**config.mk**
```make
export PLATFORM = sky130hd
export DESIGN_NAME = parking_slot_ctrl
export DESIGN_NICKNAME = d
export VERILOG_FILES = /design/src/rtl/parking_slot_ctrl.sv
export SDC_FILE = /design/constraint.sdc
export NUM_CORES = 1
export LEC_CHECK = 0
export CAP_MARGIN = 20
export CORE_MARGIN = 2
export CORE_UTILIZATION = 51
export CTS_CLUSTER_SIZE = 25
export DETAILED_ROUTE_END_ITERATION = 7
export MAX_ROUTING_LAYER = met4
export PLACE_DENSITY = 0.77
export SYNTH_ARGS = -nofsm -noshare
export SYNTH_HDL_FRONTEND = slang
export SYNTH_SLANG_ARGS = --single-unit
```
**constraint.sdc**
```tcl
create_clock -name clk -period 2.3 [get_ports clk]
set_input_delay 0.345 -clock clk [delete_from_list [all_inputs] [get_ports clk]]
set_output_delay 0.345 -clock clk [all_outputs]
set_load 0.005 [all_outputs]
```
**src/rtl/parking_slot_ctrl.sv**
```systemverilog
// parking_slot_ctrl: occupancy-bitmap parking controller for NUM_SLOTS bays.
// An entry takes the lowest-index free bay. An exit releases the bay named on exit_slot.
// Each accepted event opens the gate for DOOR_HOLD cycles. Refused events give a reject pulse.
// Optional feature macro: PARK_STATS_EN adds saturating total_entries/total_exits counters.
module parking_slot_ctrl #(
    parameter int NUM_SLOTS = 4,
    parameter int SLOT_W    = $clog2(NUM_SLOTS),
    parameter int CNT_W     = $clog2(NUM_SLOTS + 1),
    parameter int DOOR_HOLD = 8
) (
    input  logic                 clk,
    input  logic                 reset,
    input  logic                 entry_sensor,
    input  logic                 exit_sensor,
    input  logic [SLOT_W-1:0]    exit_slot,
    output logic [NUM_SLOTS-1:0] occupancy,
    output logic [CNT_W-1:0]     free_count,
    output logic [SLOT_W-1:0]    alloc_slot,
    output logic                 door_open,
    output logic                 full,
    output logic                 empty,
    output logic                 reject,
    output logic [1:0]           state
`ifdef PARK_STATS_EN
    ,
    output logic [15:0]          total_entries,
    output logic [15:0]          total_exits
`endif
);

    localparam int TMR_W = (DOOR_HOLD > 1) ? $clog2(DOOR_HOLD) : 1;
    localparam logic [TMR_W-1:0] TMR_LOAD = TMR_W'(DOOR_HOLD - 1);

    typedef enum logic [1:0] {
        IDLE     = 2'd0,
        OPEN_IN  = 2'd1,
        OPEN_OUT = 2'd2,
        HOLD     = 2'd3
    } state_t;

    // stage p0: sensor history and registered edge events
    logic                 entry_q_p0, exit_q_p0;
    logic                 entry_evt_p0, exit_evt_p0;
    logic [SLOT_W-1:0]    exit_slot_p0;

    // stage p1: FSM state and bay bookkeeping
    state_t               state_q, state_nxt;
    logic [TMR_W-1:0]     timer_q, timer_nxt;
    logic                 pending_q, pending_nxt;
    logic [NUM_SLOTS-1:0] occ_nxt;
    logic [CNT_W-1:0]     fc_nxt;
    logic [SLOT_W-1:0]    alloc_nxt;
    logic                 door_nxt, reject_nxt;
    logic                 acc_in, acc_out;
    logic [SLOT_W-1:0]    free_idx;
    logic                 exit_ok;

    // Register the sensors and turn their rising edges into one-cycle events.
    always_ff @(posedge clk or posedge reset) begin
        if (reset) begin
            entry_q_p0   <= 1'b0;
            exit_q_p0    <= 1'b0;
            entry_evt_p0 <= 1'b0;
            exit_evt_p0  <= 1'b0;
            exit_slot_p0 <= '0;
        end else begin
            entry_q_p0   <= entry_sensor;
            exit_q_p0    <= exit_sensor;
            entry_evt_p0 <= entry_sensor & ~entry_q_p0;
            exit_evt_p0  <= exit_sensor & ~exit_q_p0;
            exit_slot_p0 <= exit_slot;
        end
    end

    // Priority encoder: the lowest-index free bay wins.
    always_comb begin
        free_idx = '0;
        for (int i = NUM_SLOTS - 1; i >= 0; i--) begin
            if (!occupancy[i]) free_idx = SLOT_W'(i);
        end
    end

    // An exit is valid only for an in-range bay that is currently occupied.
    always_comb begin
        exit_ok = 1'b0;
        if ({1'b0, exit_slot_p0} < (SLOT_W + 1)'(NUM_SLOTS))
            exit_ok = occupancy[exit_slot_p0];
    end

    // Next-state logic. Exits take precedence over entries, and one entry can wait as pending.
    always_comb begin
        state_nxt   = state_q;
        timer_nxt   = timer_q;
        pending_nxt = pending_q;
        occ_nxt     = occupancy;
        fc_nxt      = free_count;
        alloc_nxt   = alloc_slot;
        door_nxt    = door_open;
        reject_nxt  = 1'b0;
        acc_in      = 1'b0;
        acc_out     = 1'b0;
        case (state_q)
            IDLE: begin
                if (exit_evt_p0) begin
                    pending_nxt = pending_q | entry_evt_p0;
                    if (exit_ok) begin
                        occ_nxt[exit_slot_p0] = 1'b0;
                        fc_nxt    = free_count + CNT_W'(1);
                        door_nxt  = 1'b1;
                        timer_nxt = TMR_LOAD;
                        state_nxt = OPEN_OUT;
                        acc_out   = 1'b1;
                    end else begin
                        reject_nxt = 1'b1;
                    end
                end else if (entry_evt_p0 || pending_q) begin
                    pending_nxt = 1'b0;
                    if (full) begin
                        reject_nxt = 1'b1;
                    end else begin
                        occ_nxt[free_idx] = 1'b1;
                        alloc_nxt = free_idx;
                        fc_nxt    = free_count - CNT_W'(1);
                        door_nxt  = 1'b1;
                        timer_nxt = TMR_LOAD;
                        state_nxt = OPEN_IN;
                        acc_in    = 1'b1;
                    end
                end
            end
            OPEN_IN, OPEN_OUT: begin
                if (entry_evt_p0) pending_nxt = 1'b1;
                if (exit_evt_p0)  reject_nxt  = 1'b1;
                if (timer_q == '0) begin
                    door_nxt  = 1'b0;
                    state_nxt = HOLD;
                end else begin
                    timer_nxt = timer_q - TMR_W'(1);
                end
            end
            HOLD: begin
                if (entry_evt_p0) pending_nxt = 1'b1;
                if (exit_evt_p0)  reject_nxt  = 1'b1;
                state_nxt = IDLE;
            end
            default: state_nxt = IDLE;
        endcase
    end

    // Register the FSM and all outputs. The flags are derived from the same next occupancy.
    always_ff @(posedge clk or posedge reset) begin
        if (reset) begin
            state_q    <= IDLE;
            timer_q    <= '0;
            pending_q  <= 1'b0;
            occupancy  <= '0;
            free_count <= CNT_W'(NUM_SLOTS);
            alloc_slot <= '0;
            door_open  <= 1'b0;
            full       <= 1'b0;
            empty      <= 1'b1;
            reject     <= 1'b0;
        end else begin
            state_q    <= state_nxt;
            timer_q    <= timer_nxt;
            pending_q  <= pending_nxt;
            occupancy  <= occ_nxt;
            free_count <= fc_nxt;
            alloc_slot <= alloc_nxt;
            door_open  <= door_nxt;
            full       <= &occ_nxt;
            empty      <= ~|occ_nxt;
            reject     <= reject_nxt;
        end
    end

    assign state = state_q;

`ifdef PARK_STATS_EN
    function automatic logic [15:0] sat_inc16(input logic [15:0] v);
        return (v == 16'hFFFF) ? v : v + 16'd1;
    endfunction

    // Saturating counters of accepted entries and exits.
    always_ff @(posedge clk or posedge reset) begin
        if (reset) begin
            total_entries <= '0;
            total_exits   <= '0;
        end else begin
            if (acc_in)  total_entries <= sat_inc16(total_entries);
            if (acc_out) total_exits   <= sat_inc16(total_exits);
        end
    end
`else
    logic unused_acc;
    assign unused_acc = acc_in ^ acc_out;
`endif

endmodule

```
## Word level (Yosys, flattened, before mapping)

Cells that the tools add are included.
Widths: inputs -> output; s select.

- Register bits: 25

- Bitwise gates (word level): 10
- Order comparisons: 4
- Add/sub/neg operators: 3
- Multiplexer cells: 47
- Equality and inequality tests: 11
- Reductions and logical operators: 18

Operators by type and width:

| cell | count |
|---|---|
| $mux 3 | 9 |
| $mux 4 | 5 |
| $mux 2 | 9 |
| $mux 1 | 16 |
| $reduce_and 4->1 | 4 |
| $reduce_and 5->1 | 2 |
| $ne 3x3->1 const B | 3 |
| $lt 2x3->1 const B | 2 |
| $ne 2x1->1 const B | 3 |
| $pmux 1 s2 | 3 |
| $pmux 2 s3 | 1 |
| $pmux 3 s2 | 1 |
| $sub 3x1->3 const B | 2 |
| $and 4x4->4 | 1 |
| $demux 1 s2 | 2 |
| $eq 2x2->1 const B | 2 |
| $ge 2x1->1 const B | 2 |
| $ne 2x2->1 const B | 2 |
| $not 1->1 | 4 |
| $not 4->4 | 1 |
| $or 4x4->4 | 1 |
| $reduce_bool 2->1 | 2 |
| $reduce_or 4->1 | 1 |
| $add 3x1->3 const B | 1 |
| other kinds (12) | 14 |

## Depth between registers and ports, before layout

Gate-level depths: netlist of run 1.

- Depth in word-level cells: 15
- Mapped depth: 7
- Mapped depth without buffers: 7

## Worst setup path before layout of run 1

Ideal clock, no wire load.

- Path kind: register to register
- From: reg state_q[0], in the netlist state[0]
- To: reg full
- Setup slack: 0.607 ns
- Required time: 2.179 ns
- Buffers on the path: 0
- Arrival: 1.572 ns
- Cell stages (with the launch flop): 7
- Path through: dfrtp_1 > inv_1 > ha_1 > inv_1 > or4_1 > a22o_1 > and4_2

- Cells in the longest elaborated chain, start to end: 3

Ends and longest elaborated chain:

| what | line | RTL |
|---|---|---|
| start: declaration | 47 | `state_t state_q, state_nxt;` |
| start signal: assignment | 164 | `state_q <= state_nxt;` |
| $logic_not 2->1 | 102 | `case (state_q)` |
| $mux 4 | 102 |  |
| net occ_nxt[1] | 50 | `logic [NUM_SLOTS-1:0] occ_nxt;` |
| $reduce_and 4->1 | 171 | `full <= &occ_nxt;` |
| end signal: assignment | 171 |  |
| end: declaration | 20 | `output logic full,` |

The timed path passes the listed nets, and every way through them passes these cells.
A chain may end at the register's enable or synchronous reset.

## Final worst setup path of run 1

- From: reg exit_evt_p0
- To: reg free_count[2]

- Cells in the longest elaborated chain, start to end: 2

Ends and longest elaborated chain:

| what | line | RTL |
|---|---|---|
| start: declaration | 43 | `logic entry_evt_p0, exit_evt_p0;` |
| start signal: assignment | 70 | `exit_evt_p0 <= exit_sensor & ~exit_q_p0;` |
| $ne 2x1->1 (no source line) or $reduce_bool 2->1 (tied branches) | - |  |
| $reduce_and 4->1 (no source line) | - |  |
| end signal: assignment | 157 | `free_count <= CNT_W'(NUM_SLOTS);` |
| end signal: assignment | 168 | `free_count <= fc_nxt;` |
| end: declaration | 17 | `output logic [CNT_W-1:0] free_count,` |

Parallel ways exist; a longest one is shown, timed or not.

==> results.json, run 1 <==
{
  "drc_errors": 0,
  "synth_top_area_cell": "dfrtp_1",
  "ys.flop_type": "dfrtp_1",
  "synth.area.top_cells": "dfrtp_1 47%, dfstp_2 4.3%, a21oi_1 3.3%",
  "cp_cell_sequence": "inv_6, fa_1, or3_2, a21oi_1, xor2_1",
  "max_slew_margin_pct": 70.84,
  "drive_gt1_share_pct": 16.79,
  "finalCritPeriodShare_pct": 84.75,
  "regArea_sq_um": 628.1,
  "slew_viol_final": 0,
  "cpPeakStageDelay_ns": 0.63,
  "die-area_sq_mm": 0.002799,
  "area.growth.synth_to_final_pct": 21.13,
  "highest_layer": "met4",
  "grt_pass1_wl_microns": 3691,
  "layout_common_cells": "23 x dfrtp_1, 20 x clkdlybuf4s50_1, 9 x inv_1, 8 x a21oi_1",
  "antenna_found_initial": 0,
  "worst-path-buf-inv": 1,
  "arrival_ns": 2.20,
  "dr.first_iter.drc_count": 20,
  "vias_per_cell": 5.616,
  "ys_ff_latch": 25,
  "maxCapViolations": 0,
  "wl_met2_microns": 1001,
  "startpoint": "exit_evt_p0",
  "met1_length_microns": 968,
  "start_util_pct": 54.62,
  "synth_nets": 118,
  "htree_num_levels": 1,
  "met3_length_microns": 113,
  "ioPinCount": 21,
  "track_usage_pct": 18.59,
  "cts_root_buffer": "clkbuf_4",
  "clk_pin_slew_ns": 0.13,
  "num_antenna_cells": 0,
  "post-cts-setup-buffers": 0,
  "cp_top_family": "flip-flops",
  "fin_crit_ns": 1.949,
  "power_uw": 2013,
  "cts_buffer_depth": 2,
  "cp.required_ns": 2.55,
  "grt_max_degree": 26,
  "antenna_left": 0,
  "synth_edf_count": 0,
  "max_freq_mhz": 513.0,
  "fin_skew_ns": 0.004858,
  "p_leak_uw": 0.0006298,
  "startpoint_type": "register",
  "rsz0062_at_grt": "false",
  "crit_path_end_kind": "register",
  "irDropWorstVdd_mv": 0.7526,
  "cpMaxStageDelayCell": "dfrtp_1",
  "async_flop_share_pct": 100.0,
  "status": "completed",
  "gp_congestion": 0.7477,
  "syn_inst": 108,
  "clock_sinks": 25,
  "netlist_area_sq_mm": 0.001220,
  "dp_hpwl_microns": 1619,
  "io_buffers": 20,
  "layout_commonest_cell": "dfrtp_1",
  "nets": 142,
  "fin_setup_tns_ns": 0,
  "p_per_area_mw_per_mm2": 1362,
  "clk_latency_ns": 0.32,
  "hp-class": "input pin to async pin",
  "tightest_slew_ns": 0.4373,
  "hold_buffers": 0,
  "synth.avg_cell_area_sq_um": 11.30,
  "core_area_sq_mm": 0.002233,
  "yosysTopAreaCellShare_pct": 47.18,
  "hold_viol_final": 0,
  "cts_tree": "yes",
  "fillers": 164,
  "rows": 17,
  "yosys_warnings": 0,
  "fp.dieW_microns": 52.91,
  "seq_area_frac_synth_pct": 51.49,
  "worstSetupPathType": "register to register",
  "via_count": 893,
  "numCtsBuffers": 3,
  "wirelength_microns": 2110,
  "die_y_microns": 52.91,
  "post_cts_resized": 0,
  "synth_cell_types": 40,
  "finalSetupViolCount": 0,
  "multi_input_area_sq_um": 530.5,
  "rr_startpoint": "exit_evt_p0",
  "dr.pass1.iters": 4,
  "post_drt_wl_per_cell_microns": 13.27,
  "grt_pass1_vias": 830,
  "grt-ovfl-total": 0,
  "critPathMaxFanout": 9
}
-- worst min-delay path, stage by stage --
cell	delay, ns
clkdlybuf4s50_1	0.40
inv_1	0.05
buf_4	0.28
-- layout make-up --
cell class	instances	share of cell area, %
tap	28	2.371
timing repair buffer	22	14.56
inverter	10	2.879
multi-input combinational	70	35.90
clock buffer	4	1.778
sequential	25	42.51
-- per-stage QoR --
step	utilization (%)	setup WS, ns	instances	hold slack, ns	cell area [sq um]
after CTS	66.16	0.3415	159	0.3659	1478
after global placement	64.99	0.4075	155	0.3851	1451
after global routing	66.16	0.2045	159	0.4002	1478
after detailed placement	64.99	0.3809	155	0.3916	1451
final	66.16	0.3508	159	0.3488	1478
after floorplan	-	0.6065	108	0.3708	1220
-- state kept, by name, indices dropped and copies added, names as in the netlist, 2 cells and up --
name          cells
state             2
exit_slot_p0      2
free_count        3
occupancy         4
timer_q           3
alloc_slot        2
-- final timing paths --
path / to / slack [ns] / cells after the start
max in group asynchronous: free_count[2] / 1.66 / 3
min in group clk: exit_evt_p0 / 0.40 / 1
worst max register to register: free_count[2] / 0.35 / 5
worst min register to register: exit_evt_p0 / 0.40 / 1
worst min-delay path: timer_q[2] / 0.35 / 3
worst max-delay path: free_count[2] / 0.35 / 5
-- synthesized netlist by cell type, types with 2 or more instances --
cell / count
a211oi_1: 5
nor2_1: 6
ha_1: 3
nand2_1: 6
or2_2: 2
a21oi_1: 8
mux2_2: 2
dfrtp_1: 23
o22a_1: 4
dfstp_2: 2
nor3_1: 2
clkbuf_1: 2
inv_1: 9
nor2b_1: 4
xor2_1: 2
o21bai_1: 2
a2bb2oi_1: 2
a31o_2: 2
-- report_power, final --
group / internal [uW] / switching [uW] / total (uW) / leakage (uW)
Combinational: 577 / 512 / 1090 / 0.000325
Sequential: 603 / 128 / 731 / 0.000290
Clock: 67.8 / 125 / 192 / 0.0000150
Total: 1250 / 765 / 2010 / 0.000630
-- per-layer routing --
| layer | global-route usage (%) | vias to the layer above |
|---|---|---|
| met5 | - | - |
| met4 | 6.410 | 0 |
| met3 | 4.237 | 4 |
| met2 | 27.92 | 32 |
| met1 | 25.00 | 423 |
| li1 | - | 434 |
-- logic make-up (layout without fill, tap and decap cells) --
logic type,Yosys count,in the layout,synth area share [%]
adders and majority gates,4,4,4.718
AOI/OAI and AO/OA,30,30,17.64
DFF,25,25,51.49
and+or+nand+nor,30,30,14.15
buffers and inverters,13,36,5.026
xor gates and xnor gates,2,2,1.436
muxes,4,4,5.538
Note: power is estimated with default switching activity, not from simulation.
==> run 2, diff against run 1 <==
--- a/config.mk
+++ b/config.mk
@@ -7,11 +7,11 @@
 export LEC_CHECK = 0
 export CAP_MARGIN = 20
 export CORE_MARGIN = 2
-export CORE_UTILIZATION = 51
+export CORE_UTILIZATION = 46
 export CTS_CLUSTER_SIZE = 25
 export DETAILED_ROUTE_END_ITERATION = 7
 export MAX_ROUTING_LAYER = met4
-export PLACE_DENSITY = 0.77
+export PLACE_DENSITY = 0.74
 export SYNTH_ARGS = -nofsm -noshare
 export SYNTH_HDL_FRONTEND = slang
 export SYNTH_SLANG_ARGS = --single-unit
==> constraint.sdc (replaced) <==
create_clock -name clk -period 1.59 [get_ports clk]
set_input_delay 0.2385 -clock clk [delete_from_list [all_inputs] [get_ports clk]]
set_output_delay 0.2385 -clock clk [all_outputs]
set_load 0.005 [all_outputs]
==> run 2 against run 1 <==
Against the previous run:
- the flow now finishes with violations (negative setup slack)
- combinational power up 110%
- setup slack worse by 0.45 ns
- register-to-register slack worse by 0.45 ns
- global-route usage up 0.19 points
- clock skew grew 0.0077 ns
- total power increased by 81%
- final cell count increased by 17%
- highest routed layer unchanged
==> results.json, run 2 (synthesis results as in run 1) <==
{
  "status": "finished, violations left",
  "violations": "negative setup slack",
  "arrival_ns": 1.91,
  "fin_skew_ns": 0.01260,
  "antenna_left": 0,
  "drc_errors": 0,
  "nets": 167,
  "fp.dieW_microns": 55.50,
  "cp_top_family": "multiplexers",
  "finalSetupViolCount": 9,
  "hold_viol_final": 0,
  "hp-class": "input pin to async pin",
  "area.growth.synth_to_final_pct": 46.67,
  "worst-path-buf-inv": 0,
  "drive_gt1_share_pct": 42.95,
  "antenna_found_initial": 0,
  "vias_per_cell": 5.382,
  "tightest_slew_ns": 0.3132,
  "via_count": 1001,
  "power_uw": 3650,
  "cpPeakStageDelay_ns": 0.56,
  "irDropWorstVdd_mv": 1.340,
  "cp_cell_sequence": "mux4_2, mux2i_4, a21oi_1, o22a_1",
  "track_usage_pct": 18.79,
  "post_drt_wl_per_cell_microns": 14.60,
  "die-area_sq_mm": 0.003080,
  "finalCritPeriodShare_pct": 106.0,
  "whs_ns": 0.2232,
  "grt_pass1_vias": 1026,
  "slew_viol_final": 0,
  "wirelength_microns": 2715,
  "die_y_microns": 55.50,
  "clk_pin_slew_ns": 0.15,
  "dr.first_iter.drc_count": 9,
  "p_per_area_mw_per_mm2": 2040,
  "grt_max_degree": 26,
  "cts_buffer_depth": 2,
  "worstSetupPathType": "register to register",
  "io_buffers": 20,
  "maxCapViolations": 0,
  "cp.required_ns": 1.82,
  "ioPinCount": 21,
  "cpMaxStageDelayCell": "mux4_2",
  "hold_buffers": 0,
  "grt-ovfl-total": 0,
  "max_freq_mhz": 593.4,
  "rows": 18,
  "fillers": 174,
  "fin_crit_ns": 1.685,
  "dp_hpwl_microns": 1899,
  "layout_common_cells": "25 x buf_4, 22 x dfrtp_1, 11 x clkdlybuf4s50_1",
  "p_leak_uw": 0.0008270,
  "numCtsBuffers": 3,
  "start_util_pct": 48.80,
  "cts_tree": "yes",
  "largest_register_ffs": 4,
  "num_antenna_cells": 0,
  "clk_latency_ns": 0.33,
  "layout_commonest_cell": "buf_4",
  "cts_root_buffer": "clkbuf_4",
  "largest_register": "occupancy",
  "htree_num_levels": 1,
  "critPathMaxFanout": 6,
  "grt_pass1_wl_microns": 4505,
  "crit_path_end_kind": "register",
  "largest_registers": "occupancy (4), free_count (3), timer_q (3)",
  "gp_congestion": 0.8423,
  "clock_sinks": 25,
  "rsz0062_at_grt": "true",
  "core_area_sq_mm": 0.002500,
  "fin_ws_ns": -0.09513,
  "startpoint_type": "register",
  "dr.pass1.iters": 4,
  "max_slew_margin_pct": 79.11
}
-- run 2: cell count changes in the layout (fill, tap and decap cells not counted), sizes merged --
| cell | delta |
|---|---|
| buf | +25 |
| dlygate4sd2 | +3 |
| clkinvlp | +1 |
| dlymetal6s2s | +6 |
| clkbuf | -1 |
| clkdlybuf4s50 | -9 |
-- run 2: path summary, 6_finish.rpt --
check / from / to / slack [ns] / depth (start not counted)
worst min-delay path: reset / entry_evt_p0 / 0.22 / 3
min in group clk: exit_slot[0] / exit_slot_p0[0] / 0.32 / 1
worst min register to register: entry_q_p0 / entry_evt_p0 / 0.40 / 1
worst max register to register: exit_slot_p0[1] / state[0] / -0.1 / 4
max in group asynchronous: reset / free_count[2] / 1.06 / 3
worst max-delay path: exit_slot_p0[1] / state[0] / -0.1 / 4
-- run 2: what timing repair did --
| action | 4_1_cts | 5_1_grt |
|---|---|---|
| pin swaps | 8 | 7 |
| cloned | 0 | 0 |
| buffers inserted | 3 | 4 |
| gates resized for setup | 10 | 17 |
| endpoints found under the setup margin | 14 | 16 |
-- run 2: stage by stage --
| stage | area, sq um | utilization, % | std cells | TNS [ns] | setup WS [ns] |
|---|---|---|---|---|---|
| 2_1_floorplan | 1242 | - | 108 | -0.001261 | -0.001261 |
| 6_report | 1789 | 71.57 | 186 | -0.4897 | -0.09513 |
| 5_1_grt | 1789 | 71.57 | 186 | -1.096 | -0.1575 |
| 3_3_place_gp | 1612 | 64.46 | 175 | -0.03963 | -0.01392 |
| 4_1_cts | 1687 | 67.47 | 182 | -0.1814 | -0.05508 |
| 3_5_place_dp | 1612 | 64.46 | 175 | -0.2495 | -0.06893 |
-- run 2: final cells by class --
type	count	area [sq um]	share of cell area [%]
Sequential cell	25	629.4	35.17
Multi-Input combinational cell	70	628.1	35.10
Timing Repair Buffer	47	421.7	23.57
Inverter	10	42.54	2.378
Tap cell	30	37.54	2.098
Clock buffer	3	22.52	1.259
Clock inverter	1	7.507	0.4196
-- run 2: power by group --
group | total, uW | internal (uW) | switching, uW
clock network | 298 | 96.5 | 202
registers | 1010 | 873 | 138
logic | 2340 | 1290 | 1050
total | 3650 | 2260 | 1390
-- run 2: layer usage --
layer	part of all wire, %	wire (microns)	vias to the layer above	track usage, %
met5	0	0	-	-
met4	1.1	31	0	5.226
met3	3.2	88	5	3.279
met2	53	1434	24	31.46
met1	43	1159	485	23.44
li1	-	-	487	-
-- run 2: worst register-to-register path, delay by kind of cell, from the launching register on --
family | cells | cell delay, ns
multiplexers | 2 | 0.83
flip-flops | 1 | 0.39
AO/OA/AOI/OAI | 2 | 0.35
==> run 3, diff against run 2 <==
--- a/config.mk
+++ b/config.mk
@@ -12,6 +12,7 @@
 export DETAILED_ROUTE_END_ITERATION = 7
 export MAX_ROUTING_LAYER = met4
 export PLACE_DENSITY = 0.74
+export SLEW_MARGIN = 10
 export SYNTH_ARGS = -nofsm -noshare
 export SYNTH_HDL_FRONTEND = slang
 export SYNTH_SLANG_ARGS = --single-unit
==> results of run 3 <==
The final DEF is identical to that of run 2; final timing and power are the same.
